`config.mk`:
```
export PLATFORM = sky130hd
export DESIGN_NAME = if_fetch
export DESIGN_NICKNAME = d
export VERILOG_FILES = /design/src/rtl/if_fetch_pkg.sv /design/src/rtl/if_fifo.sv /design/src/rtl/if_fetch.sv
export SDC_FILE = /design/constraint.sdc
export NUM_CORES = 1
export LEC_CHECK = 0
export ABC_AREA = 1
export CAP_MARGIN = 20
export CELL_PAD_IN_SITES_DETAIL_PLACEMENT = 0
export CELL_PAD_IN_SITES_GLOBAL_PLACEMENT = 1
export CORE_MARGIN = 2
export CORE_UTILIZATION = 53
export CTS_CLUSTER_DIAMETER = 120
export DETAILED_ROUTE_END_ITERATION = 6
export DONT_BUFFER_PORTS = 1
export PLACE_DENSITY = 0.91
export SLEW_MARGIN = 20
export SYNTH_ARGS = -nofsm -noshare
export SYNTH_HDL_FRONTEND = slang
export SYNTH_SLANG_ARGS = --single-unit
```
`constraint.sdc`:
```
create_clock -name clk -period 7.2 [get_ports clk]
set_input_delay 0.72 -clock clk [delete_from_list [all_inputs] [get_ports clk]]
set_output_delay 0.72 -clock clk [all_outputs]
set_load 0.005 [all_outputs]
```
`src/rtl/if_fetch_pkg.sv`:
```
// if_fetch_pkg: shared constants and types for the instruction fetch stage.
//   InstBus / InstAddrBus : instruction and address widths
//   IF_NOP_INST           : ZeroWord, presented when no instruction is valid
//   IF_RESET_PC           : default PC of the first fetch after reset
//   if_entry_t            : prefetch FIFO entry {pc, inst}
package if_fetch_pkg;

  localparam int unsigned InstBus     = 32;
  localparam int unsigned InstAddrBus = 32;

  localparam logic [InstBus-1:0]     IF_NOP_INST = '0;
  localparam logic [InstAddrBus-1:0] IF_RESET_PC = 32'h0000_0000;

  typedef struct packed {
    logic [InstAddrBus-1:0] pc;
    logic [InstBus-1:0]     inst;
  } if_entry_t;

  function automatic logic [InstAddrBus-1:0] word_align(input logic [InstAddrBus-1:0] a);
    return {a[InstAddrBus-1:2], 2'b00};
  endfunction

endpackage

```
`src/rtl/if_fifo.sv`:
```
// if_fifo: synchronous prefetch FIFO of {pc, inst} entries.
//   clk, rst (async active-low)
//   i_push, i_data : write an entry
//   i_pop          : drop the head entry (caller guarantees not empty)
//   i_clear        : empty the FIFO; wins over push/pop
//   o_data         : head entry, o_empty, o_count : occupancy
module if_fifo
  import if_fetch_pkg::*;
#(
  parameter int unsigned DEPTH = 4
) (
  input  logic                   clk,
  input  logic                   rst,
  input  logic                   i_push,
  input  logic                   i_pop,
  input  logic                   i_clear,
  input  if_entry_t              i_data,
  output if_entry_t              o_data,
  output logic                   o_empty,
  output logic [$clog2(DEPTH):0] o_count
);

  localparam int unsigned AW = $clog2(DEPTH);

  if_entry_t         r_mem [DEPTH];
  logic [AW-1:0]     r_wptr;
  logic [AW-1:0]     r_rptr;
  logic [AW:0]       r_count;

  always_ff @(posedge clk or negedge rst) begin
    if (!rst) begin
      r_wptr  <= '0;
      r_rptr  <= '0;
      r_count <= '0;
    end else if (i_clear) begin
      r_wptr  <= '0;
      r_rptr  <= '0;
      r_count <= '0;
    end else begin
      if (i_push) r_wptr <= r_wptr + AW'(1);
      if (i_pop)  r_rptr <= r_rptr + AW'(1);
      case ({i_push, i_pop})
        2'b10:   r_count <= r_count + (AW+1)'(1);
        2'b01:   r_count <= r_count - (AW+1)'(1);
        default: ;
      endcase
    end
  end

  // Storage needs no reset: occupancy alone decides what is valid.
  always_ff @(posedge clk) begin
    if (i_push && !i_clear) r_mem[r_wptr] <= i_data;
  end

  assign o_data  = r_mem[r_rptr];
  assign o_empty = (r_count == '0);
  assign o_count = r_count;

endmodule

```
`src/rtl/if_fetch.sv`:
```
// if_fetch: instruction fetch stage. Owns the PC, issues word requests over a
// req/gnt/rvalid handshake, buffers {pc, inst} in a prefetch FIFO and presents
// the head to the IF/ID register.
//   clk, rst (async active-low)
//   stall_i, flush_i, flush_pc_i       : pipeline control / redirect
//   imem_req_o, imem_addr_o, imem_gnt_i : request channel
//   imem_rvalid_i, imem_rdata_i         : in-order response channel
//   pc_o, inst_o, valid_o               : instruction to decode
// Optional macro IF_BYPASS_EN: a response arriving while the FIFO is empty is
// presented in the same cycle instead of being registered first.
module if_fetch
  import if_fetch_pkg::*;
#(
  parameter logic [31:0] RESET_PC   = IF_RESET_PC,
  parameter int unsigned FIFO_DEPTH = 4
) (
  input  logic                   clk,
  input  logic                   rst,
  input  logic                   stall_i,
  input  logic                   flush_i,
  input  logic [InstAddrBus-1:0] flush_pc_i,
  output logic                   imem_req_o,
  output logic [InstAddrBus-1:0] imem_addr_o,
  input  logic                   imem_gnt_i,
  input  logic                   imem_rvalid_i,
  input  logic [InstBus-1:0]     imem_rdata_i,
  output logic [InstAddrBus-1:0] pc_o,
  output logic [InstBus-1:0]     inst_o,
  output logic                   valid_o
);

  localparam int unsigned CntW = $clog2(FIFO_DEPTH) + 1;
  localparam int unsigned SumW = CntW + 1;
  localparam logic [SumW-1:0] DepthLim = SumW'(FIFO_DEPTH);

  logic                   r_active;
  logic [InstAddrBus-1:0] r_fetch_pc;
  logic [InstAddrBus-1:0] r_resp_pc;
  logic [InstAddrBus-1:0] r_last_pc;
  logic [CntW-1:0]        r_outstanding;
  logic [CntW-1:0]        r_drop_cnt;

  logic [CntW-1:0]        w_fifo_count;
  logic [SumW-1:0]        w_credit_used;
  logic                   w_fifo_empty;
  logic                   w_req;
  logic                   w_grant;
  logic                   w_accept;
  logic                   w_bypass;
  logic                   w_push;
  logic                   w_pop;
  if_entry_t              w_head;
  if_entry_t              w_push_data;

  // Outstanding requests plus buffered words never exceed the FIFO depth, so
  // every response has a slot waiting for it.
  assign w_credit_used = {1'b0, r_outstanding} + {1'b0, w_fifo_count};
  assign w_req         = r_active && !flush_i && (w_credit_used < DepthLim);
  assign w_grant       = w_req && imem_gnt_i;

  // A response is kept only when no stale words remain and no flush is
  // discarding it this cycle.
  assign w_accept = imem_rvalid_i && (r_drop_cnt == '0) && !flush_i;

`ifdef IF_BYPASS_EN
  assign w_bypass = w_accept && w_fifo_empty;
`else
  assign w_bypass = 1'b0;
`endif

  assign w_push      = w_accept && !(w_bypass && !stall_i);
  assign w_pop       = !w_fifo_empty && !stall_i && !flush_i;
  assign w_push_data = '{pc: r_resp_pc, inst: imem_rdata_i};

  if_fifo #(
    .DEPTH (FIFO_DEPTH)
  ) u_fifo (
    .clk     (clk),
    .rst     (rst),
    .i_push  (w_push),
    .i_pop   (w_pop),
    .i_clear (flush_i),
    .i_data  (w_push_data),
    .o_data  (w_head),
    .o_empty (w_fifo_empty),
    .o_count (w_fifo_count)
  );

  assign imem_req_o  = w_req;
  assign imem_addr_o = r_fetch_pc;

  always_comb begin
    valid_o = !w_fifo_empty || w_bypass;
    pc_o    = r_last_pc;
    inst_o  = IF_NOP_INST;
    if (!w_fifo_empty) begin
      pc_o   = w_head.pc;
      inst_o = w_head.inst;
    end else if (w_bypass) begin
      pc_o   = r_resp_pc;
      inst_o = imem_rdata_i;
    end
  end

  always_ff @(posedge clk or negedge rst) begin
    if (!rst) begin
      r_active      <= 1'b0;
      r_fetch_pc    <= RESET_PC;
      r_resp_pc     <= RESET_PC;
      r_last_pc     <= '0;
      r_outstanding <= '0;
      r_drop_cnt    <= '0;
    end else begin
      r_active <= 1'b1;

      case ({w_grant, imem_rvalid_i})
        2'b10:   r_outstanding <= r_outstanding + CntW'(1);
        2'b01:   r_outstanding <= r_outstanding - CntW'(1);
        default: ;
      endcase

      if (flush_i) begin
        r_fetch_pc <= word_align(flush_pc_i);
        r_resp_pc  <= word_align(flush_pc_i);
        // Everything still in flight is stale; a response landing now is
        // discarded directly and so is not counted.
        r_drop_cnt <= r_outstanding - CntW'(imem_rvalid_i);
      end else begin
        if (w_grant) r_fetch_pc <= r_fetch_pc + 32'd4;
        if (imem_rvalid_i) begin
          if (r_drop_cnt != '0) r_drop_cnt <= r_drop_cnt - CntW'(1);
          else                  r_resp_pc  <= r_resp_pc + 32'd4;
        end
      end

      if (w_pop)                     r_last_pc <= w_head.pc;
      else if (w_bypass && !stall_i) r_last_pc <= r_resp_pc;
    end
  end

endmodule

```
==> run metrics <==
status=finished clean; Fin. Hold Viols=0; area delta synth->final=9.27%; Core Rows=63; syn avg cell area=roughly 10 µm²; Yosys cell types=39; first-pass GRT wire length=56.5 mm; Mapped Area=15,900 µm²; Clock Latency Late Sink=a little over 0.5 ns; synth cell count leaders=nand2_1, nor2_1, edfxtp_1; Initial Util=0.538; peak fanout along the critical path=between 80 and 90; Achievable Freq=between 200 and 250 MHz; placed cell count=1,966; synth warn=0; Worst Path Required=around 6.5 ns; R2R Path Start=r_drop_cnt[0]; Worst EP arrival=3.33 ns; NumNets Final=~1,700; most common cell in the netlist=nand2_1; Worst R2R End=u_fifo.r_mem[3][13]; WL per Instance=17.5 µm; root buffer cell=clkbuf_16; DIE AREA=about 31,000 µm²; max_cap viols=0; CP dominant cell by count=o21ai_0; IO Count=between 150 and 200; Hold Slack=0.0910 ns; Worst-path clk slew=around 0.060 ns; Finish-stage setup viols=0; Seq cells post-synth=about 350; final instance area=17,400 µm²; Vias=11,210; Sink Count=between 300 and 400; Buffers on Ports=0; clk buf depth=3; top cell type's share of synthesized area=0.467; DR DRC count=0; post-synthesis instance total=about 1,600; crit-path cells=clkinv_2, buf_4, o21ai_0, o22ai_1, nand2_1, o21ai_0; top cells by area, synth=edfxtp_1, dfrtp_1, nand2_1, nor2_1, o21ai_0; Critical Path Start Type=register; max-slew violations=0; Worst path slowest cell=dfrtp_4; Worst Setup End Kind=primary output; post-cts resize count=0; placed cell areas=between 15,000 and 20,000 µm²; total routed wirelength=about 36 mm; Die Width=between 150 and 200 µm; leakage=6.68 nW; Setup Crit Path Kind=reg2out; largest net degree at the start of global routing=approximately 110; antenna violations before repair=0; CTS Buf Count=37; post-DP HPWL=between 20 and 25 mm; Seq/Total Area, Yosys=0.630; r2r worst-path depth=7; HP Class=in2async; layout cells sized above 1=0.0571; DR vias/cell=between 5 and 6; Worst-Margin Slew=a little under 1 ns; H-tree depth=2; maximum VDD drop=0.206 mV; Core ar.=between 20,000 and 30,000 µm²; Post-synth EDFFs=between 200 and 250; RSZ-0062 raised after global routing=false; vias in the first global route=10,728; final std cells w/o fill=slightly above 2,000; slew margin rel.=0.349; setup TNS=0 ns; Final Critical Period=~4.0 ns; DRT iter0 DRCs=~800; Congestion Overflow GR=0; TritonCTS clock tree=built; Tcrit/Tclk final=0.562; PD cells=between 300 and 400 nW/µm²; gpl congestion=~0.89; Post-DRT Antenna Nets=0; die height=between 150 and 200 µm; Top FF cell, synth=edfxtp_1; gr usage total=0.229; Post-synth ARST share=0.295; Critical Path Max Stage Delay=between 0.8 and 0.9 ns; Reg2Reg Setup Slack=3.76 ns; Yosys top cell by area=edfxtp_1; Clock Skew=around 0.019 ns; DRT Pass-1 Iters=5
==> worst max-delay path, delay by kind of cell (launching register included) <==
family          cells  cell delay, ns
buf+inv             2            1.25
simple gates        1            0.08
flops               1            0.86
compound gates      3            0.56
==> worst max-delay path by stage <==
| stage | from | end | slack, ns | cells past startpoint |
|---|---|---|---|---|
| finish | u_fifo.r_rptr[0] | pc_o[10] | 3.15 | 6 |
| detailed placement | imem_rvalid_i | u_fifo.r_mem[3][10] | 3.67 | 5 |
| CTS | u_fifo.r_rptr[0] | pc_o[10] | 3.13 | 6 |
| global route | u_fifo.r_rptr[0] | pc_o[10] | 2.83 | 6 |
| floorplan | imem_rvalid_i | u_fifo.r_mem[0][0] | 2.96 | 5 |
| global placement | imem_rvalid_i | u_fifo.r_mem[3][10] | 3.69 | 5 |
==> what timing repair did <==
action	CTS	global route
hold buffers	1	0
endpoints found under the setup margin	0	0
hold endpoints to repair	104	0
setup buffers	0	0
==> flip-flops by register name (all words and copies together) (netlist names), 3 cells and up <==
name            count
u_fifo.r_mem      248
imem_addr_o        30
r_last_pc          30
u_fifo.o_count      3
r_resp_pc          30
r_outstanding       3
r_drop_cnt          3
==> cell families (layout without fill, tap and decap cells) <==
group / after synthesis / count (layout) / share of synthesized area
other cells: 2 / 6 / 0.000471
simple gates: 717 / 717 / 0.181
flops: 352 / 352 / 0.630
fa+ha+maj: 15 / 15 / 0.0127
xor+xnor: 25 / 25 / 0.0137
buf+inv: 207 / 210 / 0.0544
compound gates: 321 / 321 / 0.107
==> cell type report <==
cell class	count	area (µm²)
clock inverters	17	144
multi-input cells	1083	5080
clock buffers	51	1040
diodes	1	2.50
inverters	129	490
flip-flops and latches	352	10100
well taps	390	488
repair buffers	13	130
fillers	2449	12200
==> per-layer routing <==
| layer | share of wire | up-vias | track usage |
|---|---|---|---|
| li1 | - | 5445 | - |
| met4 | 0.020 | 0 | 0.0615 |
| met2 | 0.48 | 389 | 0.387 |
| met3 | 0.085 | 55 | 0.0531 |
| met5 | 0 | - | 0 |
| met1 | 0.41 | 5321 | 0.299 |
==> metrics by stage <==
step	setup WS [ns]	utilization	power, mW
finish	3.15	0.588	5.88
global route	2.83	0.588	6.23
CTS	3.13	0.588	5.93
detailed placement	3.67	0.547	4.09
global placement	3.69	0.546	4.04
floorplan	2.96	-	3.70
==> power by group <==
part,internal [mW],switching (mW),total [mW]
Sequential,2.44,0.235,2.67
Clock,1.09,0.733,1.82
Combinational,0.408,0.981,1.39
==> cell usage in the layout, fill, tap and decap left out, types with 2 or more instances in the layout <==
cell,netlist,routed
a21oi_1,49,49
a22oi_1,3,3
and2_1,2,2
buf_4,9,11
bufinv_16,0,2
clkbuf_1,44,10
clkbuf_16,0,39
clkbuf_8,0,2
clkinv_1,1,6
clkinv_2,1,7
clkinv_4,1,4
conb_1,2,5
dfrtp_1,104,102
edfxtp_1,248,248
fa_1,2,2
ha_1,13,13
inv_1,123,123
inv_2,3,3
nand2_1,318,318
nand2_2,7,7
nand3_1,72,72
nand3b_1,4,4
nand4_1,7,7
nor2_1,290,286
nor2_2,6,5
nor2_4,2,7
nor3_1,7,7
o211ai_1,16,16
o21ai_0,197,197
o21ai_1,19,19
o21bai_1,4,4
o22ai_1,30,30
xnor2_1,8,8
xor2_1,17,17
(Power assumes the default switching activity.)
